`src/rtl/retry_ctrl_rx.sv`:
```
// retry_ctrl_rx: receive-side link-level retry control (remote retry state machine and RETRY.Ack capture)
module retry_ctrl_rx #(
   parameter int FRAME_CNT = 5
) (
   input  logic       i_clk,
   input  logic       i_rst_n,
   input  logic       rx_flit_valid,
   input  logic       rx_crc_ok,
   input  logic [2:0] rx_flit_type,
   input  logic [7:0] rx_req_eseq,
   input  logic [4:0] rx_num_retry,
   input  logic [4:0] rx_num_phy_reinit,
   input  logic [7:0] rx_ack_num_free_buff,
   input  logic [7:0] rx_ack_wrt_ptr,
   input  logic       tx_ack_seq_done,
   input  logic       lrsm_expect_ack,
   output logic       retry_send_ack_seq,
   output logic [2:0] rrsm_state,
   output logic [7:0] req_eseq,
   output logic [4:0] req_num_retry,
   output logic [4:0] req_num_phy_reinit,
   output logic       ack_valid,
   output logic [7:0] ack_num_free_buff,
   output logic [7:0] ack_wrt_ptr,
   output logic [4:0] ack_num_retry,
   output logic [4:0] ack_num_phy_reinit,
   output logic       spurious_ack
);
   localparam int CW = $clog2(FRAME_CNT + 1);
   localparam logic [CW-1:0] FULL = CW'(FRAME_CNT);

   typedef enum logic [2:0] {
      RRSM_IDLE         = 3'd0,
      RRSM_RETRY_LLRACK = 3'd1
   } rrsm_e;

   rrsm_e         state_q, state_d;
   logic [CW-1:0] cnt_q, cnt_d;
   logic          send_q, send_d;
   logic [7:0]    req_eseq_q, req_eseq_d;
   logic [4:0]    req_nr_q, req_nr_d, req_npr_q, req_npr_d;
   logic          ack_valid_q, ack_valid_d, spurious_q, spurious_d;
   logic [7:0]    ack_fb_q, ack_fb_d, ack_wp_q, ack_wp_d;
   logic [4:0]    ack_nr_q, ack_nr_d, ack_npr_q, ack_npr_d;
   logic          good, frame, qual, req_hit, ack_hit, ack_take;

   // Flit qualification, frame counting, RRSM next state and capture of Req/Ack fields
   always_comb begin
      good        = rx_flit_valid && rx_crc_ok;
      frame       = good && rx_flit_type == 3'd2;
      qual        = good && cnt_q == FULL;
      req_hit     = qual && rx_flit_type == 3'd3;
      ack_hit     = qual && rx_flit_type == 3'd4;
      ack_take    = ack_hit && lrsm_expect_ack;
      cnt_d       = !rx_flit_valid ? cnt_q : !frame ? '0 : cnt_q == FULL ? cnt_q : cnt_q + 1'b1;
      state_d     = req_hit ? RRSM_RETRY_LLRACK :
                    (state_q == RRSM_RETRY_LLRACK && tx_ack_seq_done) ? RRSM_IDLE : state_q;
      send_d      = state_d == RRSM_RETRY_LLRACK;
      req_eseq_d  = req_hit ? rx_req_eseq : req_eseq_q;
      req_nr_d    = req_hit ? rx_num_retry : req_nr_q;
      req_npr_d   = req_hit ? rx_num_phy_reinit : req_npr_q;
      ack_valid_d = ack_take;
      spurious_d  = ack_hit && !lrsm_expect_ack;
      ack_fb_d    = ack_take ? rx_ack_num_free_buff : ack_fb_q;
      ack_wp_d    = ack_take ? rx_ack_wrt_ptr : ack_wp_q;
      ack_nr_d    = ack_take ? rx_num_retry : ack_nr_q;
      ack_npr_d   = ack_take ? rx_num_phy_reinit : ack_npr_q;
   end

   // State and output registers; reset discards partial frame counts and pending ack requests
   always_ff @(posedge i_clk or negedge i_rst_n) begin
      if (!i_rst_n) begin
         state_q     <= RRSM_IDLE;
         cnt_q       <= '0;
         send_q      <= 1'b0;
         req_eseq_q  <= '0;
         req_nr_q    <= '0;
         req_npr_q   <= '0;
         ack_valid_q <= 1'b0;
         spurious_q  <= 1'b0;
         ack_fb_q    <= '0;
         ack_wp_q    <= '0;
         ack_nr_q    <= '0;
         ack_npr_q   <= '0;
      end else begin
         state_q     <= state_d;
         cnt_q       <= cnt_d;
         send_q      <= send_d;
         req_eseq_q  <= req_eseq_d;
         req_nr_q    <= req_nr_d;
         req_npr_q   <= req_npr_d;
         ack_valid_q <= ack_valid_d;
         spurious_q  <= spurious_d;
         ack_fb_q    <= ack_fb_d;
         ack_wp_q    <= ack_wp_d;
         ack_nr_q    <= ack_nr_d;
         ack_npr_q   <= ack_npr_d;
      end
   end

   assign rrsm_state         = state_q;
   assign retry_send_ack_seq = send_q;
   assign req_eseq           = req_eseq_q;
   assign req_num_retry      = req_nr_q;
   assign req_num_phy_reinit = req_npr_q;
   assign ack_valid          = ack_valid_q;
   assign spurious_ack       = spurious_q;
   assign ack_num_free_buff  = ack_fb_q;
   assign ack_wrt_ptr        = ack_wp_q;
   assign ack_num_retry      = ack_nr_q;
   assign ack_num_phy_reinit = ack_npr_q;
endmodule

```
`config.mk`:
```
export PLATFORM = sky130hd
export DESIGN_NAME = retry_ctrl_rx
export DESIGN_NICKNAME = d
export VERILOG_FILES = /design/src/rtl/retry_ctrl_rx.sv
export SDC_FILE = /design/constraint.sdc
export NUM_CORES = 1
export LEC_CHECK = 0
export BUFFER_PORTS_ARGS = -buffer_cell sky130_fd_sc_hd__buf_2
export CORE_ASPECT_RATIO = 0.5
export CORE_UTILIZATION = 38
export DETAILED_ROUTE_END_ITERATION = 10
export GPL_ROUTABILITY_DRIVEN = 0
export PLACE_DENSITY = 0.7
export RECOVER_POWER = 50
export SKIP_CTS_REPAIR_TIMING = 1
export SLEW_MARGIN = 20
export SYNTH_ARGS = -nofsm -noshare
export SYNTH_HDL_FRONTEND = slang
export SYNTH_SLANG_ARGS = --single-unit
```
`constraint.sdc`:
```
create_clock -name i_clk -period 2 [get_ports i_clk]
set_clock_uncertainty 0.15 [all_clocks]
set_input_delay 0.3 -clock i_clk [delete_from_list [all_inputs] [get_ports i_clk]]
set_output_delay 0.3 -clock i_clk [all_outputs]
set_load 0.02 [all_outputs]
```
Word level (Yosys, flattened, before mapping)
Index checks and enable logic that the tools add are counted.

Register bits: 53. Input port bits: 43. Output and inout bits: 50. Word-level logic and storage cells: 34.

Add/subtract/negate cells: 1. Equality and inequality tests: 7. Multiplexer cells: 4. Reductions and logical operators: 10.

Operator list (count): 3-bit two-way mux (4); 1-bit logical AND (8); 3-bit by 1-bit equality test with 1-bit output (second input constant) (2); 3-bit by 2-bit equality test with 1-bit output (second input constant) (2); 3-bit equality test (second input constant) (2); 3-bit by 1-bit adder with 3-bit output (second input constant) (1); 2-bit != test (second input constant) (1); 2-bit AND reduction (1); 1-bit logical NOT (1).

Depth between registers and ports, before layout
Gate-level depths: netlist (run 1).

Word-level depth: 5. Depth in mapped cells: 7. Depth with buffers taken out: 5.

Worst setup path before layout (run 1)
No wires, ideal clock.

Path type: reg-to-reg. Start: register cnt_q[1]. End: register ack_fb_q[0], in the netlist ack_num_free_buff[0]. Library setup time: 125 ps. Arrival: 1756 ps. Required time: 1725 ps. Slack: -31 ps. Stages on the path, launching flop included: 8. Buffers on the path: 2. Clock period less this slack: 2031 ps. Cells stage by stage: dfrtp_1 > inv_1 > ha_1 > nand2_2 > or4_1 > buf_6 > buf_12 > mux2_4.

Longest elaborated chain between the ends: 4.

Ends and longest elaborated chain: start, declared (RTL line 38) `logic [CW-1:0] cnt_q, cnt_d;`; start signal, assigned (RTL line 87) `cnt_q <= cnt_d;`; 3-bit equality test (RTL line 51) `qual = good && cnt_q == FULL;`; 1-bit logical AND (RTL line 51); 1-bit logical AND (RTL line 53) `ack_hit = qual && rx_flit_type == 3'd4;`; 1-bit logical AND (RTL line 54) `ack_take = ack_hit && lrsm_expect_ack;`; end signal, assigned (RTL line 94) `ack_fb_q <= ack_fb_d;`; end, declared (RTL line 43) `logic [7:0] ack_fb_q, ack_fb_d, ack_wp_q, ack_wp_d;`.

No other way between the ends. A chain may end at the register's enable or synchronous reset.

Worst setup path in the final report (run 1)
Same ends and word-level chain as after synthesis.

==> results of run 1 <==
-- flip-flops by register name (all words and copies together), names as in the netlist, 3 cells and up --
signal	flops
ack_wrt_ptr	8
ack_num_phy_reinit	5
ack_num_free_buff	8
rrsm_state	3
req_num_retry	5
ack_num_retry	5
req_num_phy_reinit	5
cnt_q	3
req_eseq	8
-- cells by family (layout without fill, tap and decap cells) --
logic type      after synthesis  count (layout)  synth area share [%]
flops                        53              53                 61.06
mux                          45              45                 26.56
simple gates                 18              18                 5.588
buf+inv                       9             115                 3.514
compound gates                7               7                 2.132
fa+ha+maj                     2               2                 1.152
-- power by group through the flow --
stage          Sequential, W  Combinational [W]  Clock (W)
2_1_floorplan        0.00110          0.0000146          0
3_3_place_gp         0.00110          0.0000916          0
3_5_place_dp         0.00110          0.0000957          0
4_1_cts              0.00108          0.0000957    0.00101
5_1_grt              0.00108           0.000106    0.00106
6_report             0.00108          0.0000929   0.000984
-- worst max-delay path by stage --
stage	slack [ns]	start	end	cells past startpoint
6_report	0.07	cnt_q[1]	ack_num_free_buff[0]	6
5_1_grt	0.003	cnt_q[1]	ack_num_retry[2]	6
2_1_floorplan	-0.03	cnt_q[1]	ack_num_free_buff[0]	7
4_1_cts	-0.05	cnt_q[1]	ack_num_free_buff[1]	6
3_3_place_gp	0.02	cnt_q[1]	ack_num_free_buff[4]	6
3_5_place_dp	-0.04	cnt_q[1]	ack_num_free_buff[1]	6
-- critical path: cells and delay by family (launching register included) --
family / cells / cell delay (ns)
adder cells (fa/ha/maj): 1 / 0.14
buffers and inverters: 2 / 0.30
flip-flops: 1 / 0.39
multiplexers: 1 / 0.29
AND/OR/NAND/NOR: 2 / 0.56
-- layer usage --
| metal | part of all wire, % | GRT usage [%] |
|---|---|---|
| met1 | 45 | 19.03 |
| met2 | 50 | 24.35 |
| met3 | 4.5 | 4.014 |
| met4 | 0.89 | 2.896 |
| met5 | 0 | 0 |
-- layout make-up --
cell class / count / area, sq um / area share [%]
tap: 73 / 91.34 / 3.088
clock buffer: 6 / 138.9 / 4.695
multi-input combinational: 72 / 788.3 / 26.65
sequential: 53 / 1326 / 44.84
timing repair buffer: 103 / 560.5 / 18.95
inverter: 4 / 15.01 / 0.5076
clock inverter: 2 / 37.54 / 1.269
-- per-stage QoR --
stage / area, sq um / power (W)
after global placement: 2733 / 0.001189
after CTS: 2909 / 0.002187
after detailed placement: 2733 / 0.001193
after floorplan: 2175 / 0.001116
final: 2958 / 0.002155
after global routing: 2958 / 0.002239
-- cells in the final DEF (no fill, tap or decap), types with 2 or more instances in the layout --
cell / Yosys / final
dfrtp_1: 53 / 53
a21oi_1: 2 / 2
nand2_1: 2 / 2
buf_2: 2 / 67
inv_1: 4 / 3
mux2_4: 19 / 19
clkbuf_16: 0 / 7
nand4b_1: 2 / 2
buf_4: 0 / 6
nor2b_1: 3 / 3
clkbuf_1: 0 / 25
mux2_2: 25 / 25
nand3b_1: 2 / 2
==> flow_summary.yaml, run 1 <==
global_route:
  gr-total-overflow: 0
  first_global_vias: 1437
  grt_max_degree: 54
  grt_usage_pct: 14.58
  grt_pass1_wl_um: 6879
  antenna_found_initial: 0
sta:
  layout_min_cycle_time_ns: 1.934
  min_period_over_period_pct: 96.68
  finalMaxSlewViolations: 0
  max_freq_ghz: 0.5171
  rsz0062_at_grt: "false"
  fin_tns_setup_ns: 0
  slew_headroom_pct: 15.87
  tightest_slew_ns: 1.262
  hold_violations: 0
  hold_ws_ns: 0.09441
  setup_slack_ns: 0.06631
  setup_violations: 0
finish:
  fin_util_pct: 53.86
  antenna_cells: 0
  fin_nets: 284
  drive_gt1_share_pct: 57.08
  fin_cells: 313
  syn_to_final_growth_pct: 36.18
  nFillCells: 480
power_and_ir_drop:
  seqPwrFrac_pct: 50.0
  switching_share_pct: 19.13
  pwr-share-clk_pct: 45.7
  ir_drop_v: 0.0004266
  p_int_w: 0.001743
  switchingPower_w: 0.0004122
  p_per_area_nw_per_um2: 728.6
  comb_power_share_pct: 4.3
  leakagePower_nw: 1.664
worst_setup_path:
  cp-start-kind: "flop"
  reg2reg_to: "ack_num_free_buff[0]"
  path_class: "reg2reg"
  rr_worst_depth: 6
  cp.arrival_ns: 1.95
  end_kind: "flop"
  critPathRequiredTime_ns: 2.02
  cp_slowest_stage_delay_ns: 0.50
  path_cells: "inv_2, ha_4, nand2_2, or4_4, clkbuf_16, mux2_4"
  crit_path_top_delay_cell: "or4_4"
  r2r_setup_slack_ns: 0.07
  cp_max_fo: 7
  reg2reg_from: "cnt_q[1]"
clock_tree:
  cts-htree-levels: 2
  cts.sinks: 53
  cts_tree: "done"
  clk_path_buf_depth: 2
  root_buffer: "clkbuf_16"
  cts_buffers: 5
  cts.clk_slew.worst_paths_ns: 0.07
  insertion_delay_ns: 0.28
placement:
  dp_slack_ns: -0.03705
  portBuffers: 92
  dp_hpwl_um: 3019
  dp.cells: 301
die:
  die_h_um: 55.46
  die_width_um: 108.9
  dieArea_sq_um: 6041
  row_count: 19
  initial_utilization_pct: 39.55
  core_sq_um: 5492
  ios: 93
synth:
  synth_seq_cells: 53
  postSynthAreaPerCell_sq_um: 16.21
  synth.cell_area_sq_um: 2172
  yosysMostFrequentCell: "dfrtp_1"
  synth_warnings: 0
  synthTopCellsByArea: "dfrtp_1 (61%), mux2_4 (13%), mux2_2 (13%)"
  seq_area_frac_synth_pct: 61.06
  synth-async-reset-ratio_pct: 100.0
  synth_top_area_share_pct: 61.06
  synth-edff-count: 0
  synth_largest_area_cell: "dfrtp_1"
  synth_cell_types: 27
  synth_nets: 179
  synth_ff_type: "dfrtp_1"
  synthCells: 134
  synthTopCellsByCount: "dfrtp_1 (53), mux2_2 (25), mux2_4 (19)"
drt:
  viasPerCell: 4.620
  dr.pass1.iters: 4
  drc_errors: 0
  vias: 1446
  routedWlPerCell_um: 14.30
  drt-initial-drc-count: 32
  wl_um: 4476
  antenna_left: 0
hold_path:
  min_to: "ack_wrt_ptr[1]"
  min_path_type: "in2reg"
  min-delay-start: "rx_ack_wrt_ptr[1]"
  worstHoldPathCells: 2
outcome:
  status: "complete, no violations"
flow_run:
  max_cap_violations: 0
(Power assumes the default switching activity.)
==> run 2: changes to the inputs <==
Settings changed: ABC_AREA from default to 1, PLACE_DENSITY 0.7 to 0.69.
==> run 2 against run 1 <==
Effect of this change: flip-flop and latch count unchanged; highest routed layer unchanged; die area up 3.4%; setup slack better by 0.22 ns; critical path depth up 1; core utilization down 2.1 points.
==> flow_summary.yaml, run 2 <==
finish:
  multi_input_area_sq_um: 792.0
  fin_cells: 415
  fin_nets: 386
  ff_latch_area_sq_um: 1326
  layout_common_cells: "nand2_1 (107), dfrtp_1 (53), clkbuf_1 (50)"
  syn_to_final_growth_pct: 28.79
  nFillCells: 567
  final_common_cell: "nand2_1"
  antenna_cells: 0
  drive_gt1_share_pct: 19.01
sta:
  fin_tns_setup_ns: 0
  finalMaxSlewViolations: 0
  tightest_slew_ns: 0.6003
  setup_violations: 0
  hold_violations: 0
  layout_min_cycle_time_ns: 1.717
  rsz0062_at_grt: "false"
  max_freq_ghz: 0.5826
  slew_headroom_pct: 59.98
  min_period_over_period_pct: 85.83
worst_setup_path:
  rr_worst_depth: 7
  cp-start-kind: "flop"
  cp.arrival_ns: 1.79
  cp_max_fo: 37
  end_kind: "flop"
  critPathRequiredTime_ns: 2.07
  path_class: "reg2reg"
synth:
  seq_area_frac_synth_pct: 59.02
  synth_warnings: 0
  synth_ff_type: "dfrtp_1"
  synth_largest_area_cell: "dfrtp_1"
  synth_top_area_share_pct: 59.02
  synth-async-reset-ratio_pct: 100.0
  synthCells: 247
  synth.cell_area_sq_um: 2247
  synth_cell_types: 18
  synthTopCellsByCount: "nand2_1 (107), dfrtp_1 (53), nand4_1 (29)"
  synthTopCellsByArea: "dfrtp_1 (59%), nand2_1 (18%), nand4_1 (8.1%)"
  yosysMostFrequentCell: "nand2_1"
  synth_seq_cells: 53
  postSynthAreaPerCell_sq_um: 9.098
  synth_nets: 292
  synth-edff-count: 0
drt:
  vias: 1995
  drc_errors: 0
  routedWlPerCell_um: 12.88
  dr.pass1.iters: 6
  viasPerCell: 4.807
  wl_um: 5345
  drt-initial-drc-count: 83
  antenna_left: 0
global_route:
  first_global_vias: 2010
  grt_pass1_wl_um: 9183
  gr-total-overflow: 0
  grt_max_degree: 38
  antenna_found_initial: 0
  grt_usage_pct: 17.99
power_and_ir_drop:
  p_per_area_nw_per_um2: 759.5
  power_w: 0.002198
  ir_drop_v: 0.0003531
  leakagePower_nw: 1.609
clock_tree:
  cts.sinks: 53
  cts_buffers: 5
  insertion_delay_ns: 0.28
  root_buffer: "clkbuf_16"
  cts_tree: "done"
  cts.clk_slew.worst_paths_ns: 0.07
  clk_path_buf_depth: 2
  cts-htree-levels: 2
die:
  core_sq_um: 5587
  die_width_um: 110.8
  die_h_um: 56.38
  ios: 93
  row_count: 19
  dieArea_sq_um: 6244
  initial_utilization_pct: 40.22
placement:
  dp_hpwl_um: 3900
  dp.cells: 406
  portBuffers: 92
outcome:
  status: "complete, no violations"
hold_path:
  worstHoldPathCells: 3
  min_path_type: "in2reg"
flow_run:
  max_cap_violations: 0
## run 2: kinds of logic after synthesis
| kind of cell | count (synthesis) | synth area share, % |
|---|---|---|
| AND/OR/NAND/NOR | 167 | 33.80 |
| AO/OA/AOI/OAI | 1 | 0.3342 |
| adder cells (fa/ha/maj) | 2 | 1.113 |
| buffers and inverters | 24 | 5.734 |
| flip-flops | 53 | 59.02 |
## run 2: cell type report
class	instances	share of cell area [%]
Inverter	8	1.038
Clock buffer	7	4.929
Multi-Input combinational cell	170	27.37
Sequential cell	53	45.83
Clock inverter	1	1.038
Tap cell	73	3.156
Timing Repair Buffer	103	16.65
## run 2: power by group
| group | switching, W | internal, W | leakage [nW] | total (W) |
|---|---|---|---|---|
| logic | 0.0000805 | 0.0000452 | 0.786 | 0.000126 |
| clock network | 0.000364 | 0.000625 | 0.0841 | 0.000990 |
| registers | 0.00000421 | 0.00108 | 0.739 | 0.00108 |
| total | 0.000449 | 0.00175 | 1.61 | 0.00220 |
## run 2: per-layer routing
layer | track usage [%] | routed length [um] | vias up
met5 | 0 | 0 | -
li1 | - | - | 1001
met2 | 33.19 | 2786 | 32
met4 | 3.429 | 21 | 0
met3 | 3.888 | 190 | 2
met1 | 22.05 | 2347 | 960
## run 2: final timing paths
check                                  from               end  slack [ns]
max reg2reg                        cnt_q[1]  ack_num_retry[2]        0.28
max in group asynchronous           i_rst_n    ack_wrt_ptr[1]        0.48
max                                cnt_q[1]  ack_num_retry[2]        0.28
min reg2reg                ack_num_retry[1]  ack_num_retry[1]        0.32
min in group asynchronous           i_rst_n    ack_wrt_ptr[4]        0.34
min                          rx_req_eseq[4]       req_eseq[4]         0.1
## run 2: critical path: stages, from the launching register on
cell	delay, ns
dfrtp_1	0.39
inv_1	0.07
ha_1	0.13
nand2_1	0.13
nor2_4	0.17
buf_4	0.36
nand4_1	0.16
nand2_1	0.10
## run 2: stage by stage
step                worst slack, ns  hold slack (ns)  cell area (sq um)  util [%]
global placement             0.3784           0.1106               2775     49.68
floorplan                    0.5311          -0.1456               2247         -
detailed placement           0.2810           0.1224               2775     49.68
CTS                          0.2785          -0.1841               2948     52.77
finish                       0.2835          0.09511               2894     51.80
global route                 0.1554           0.1117               2894     51.80
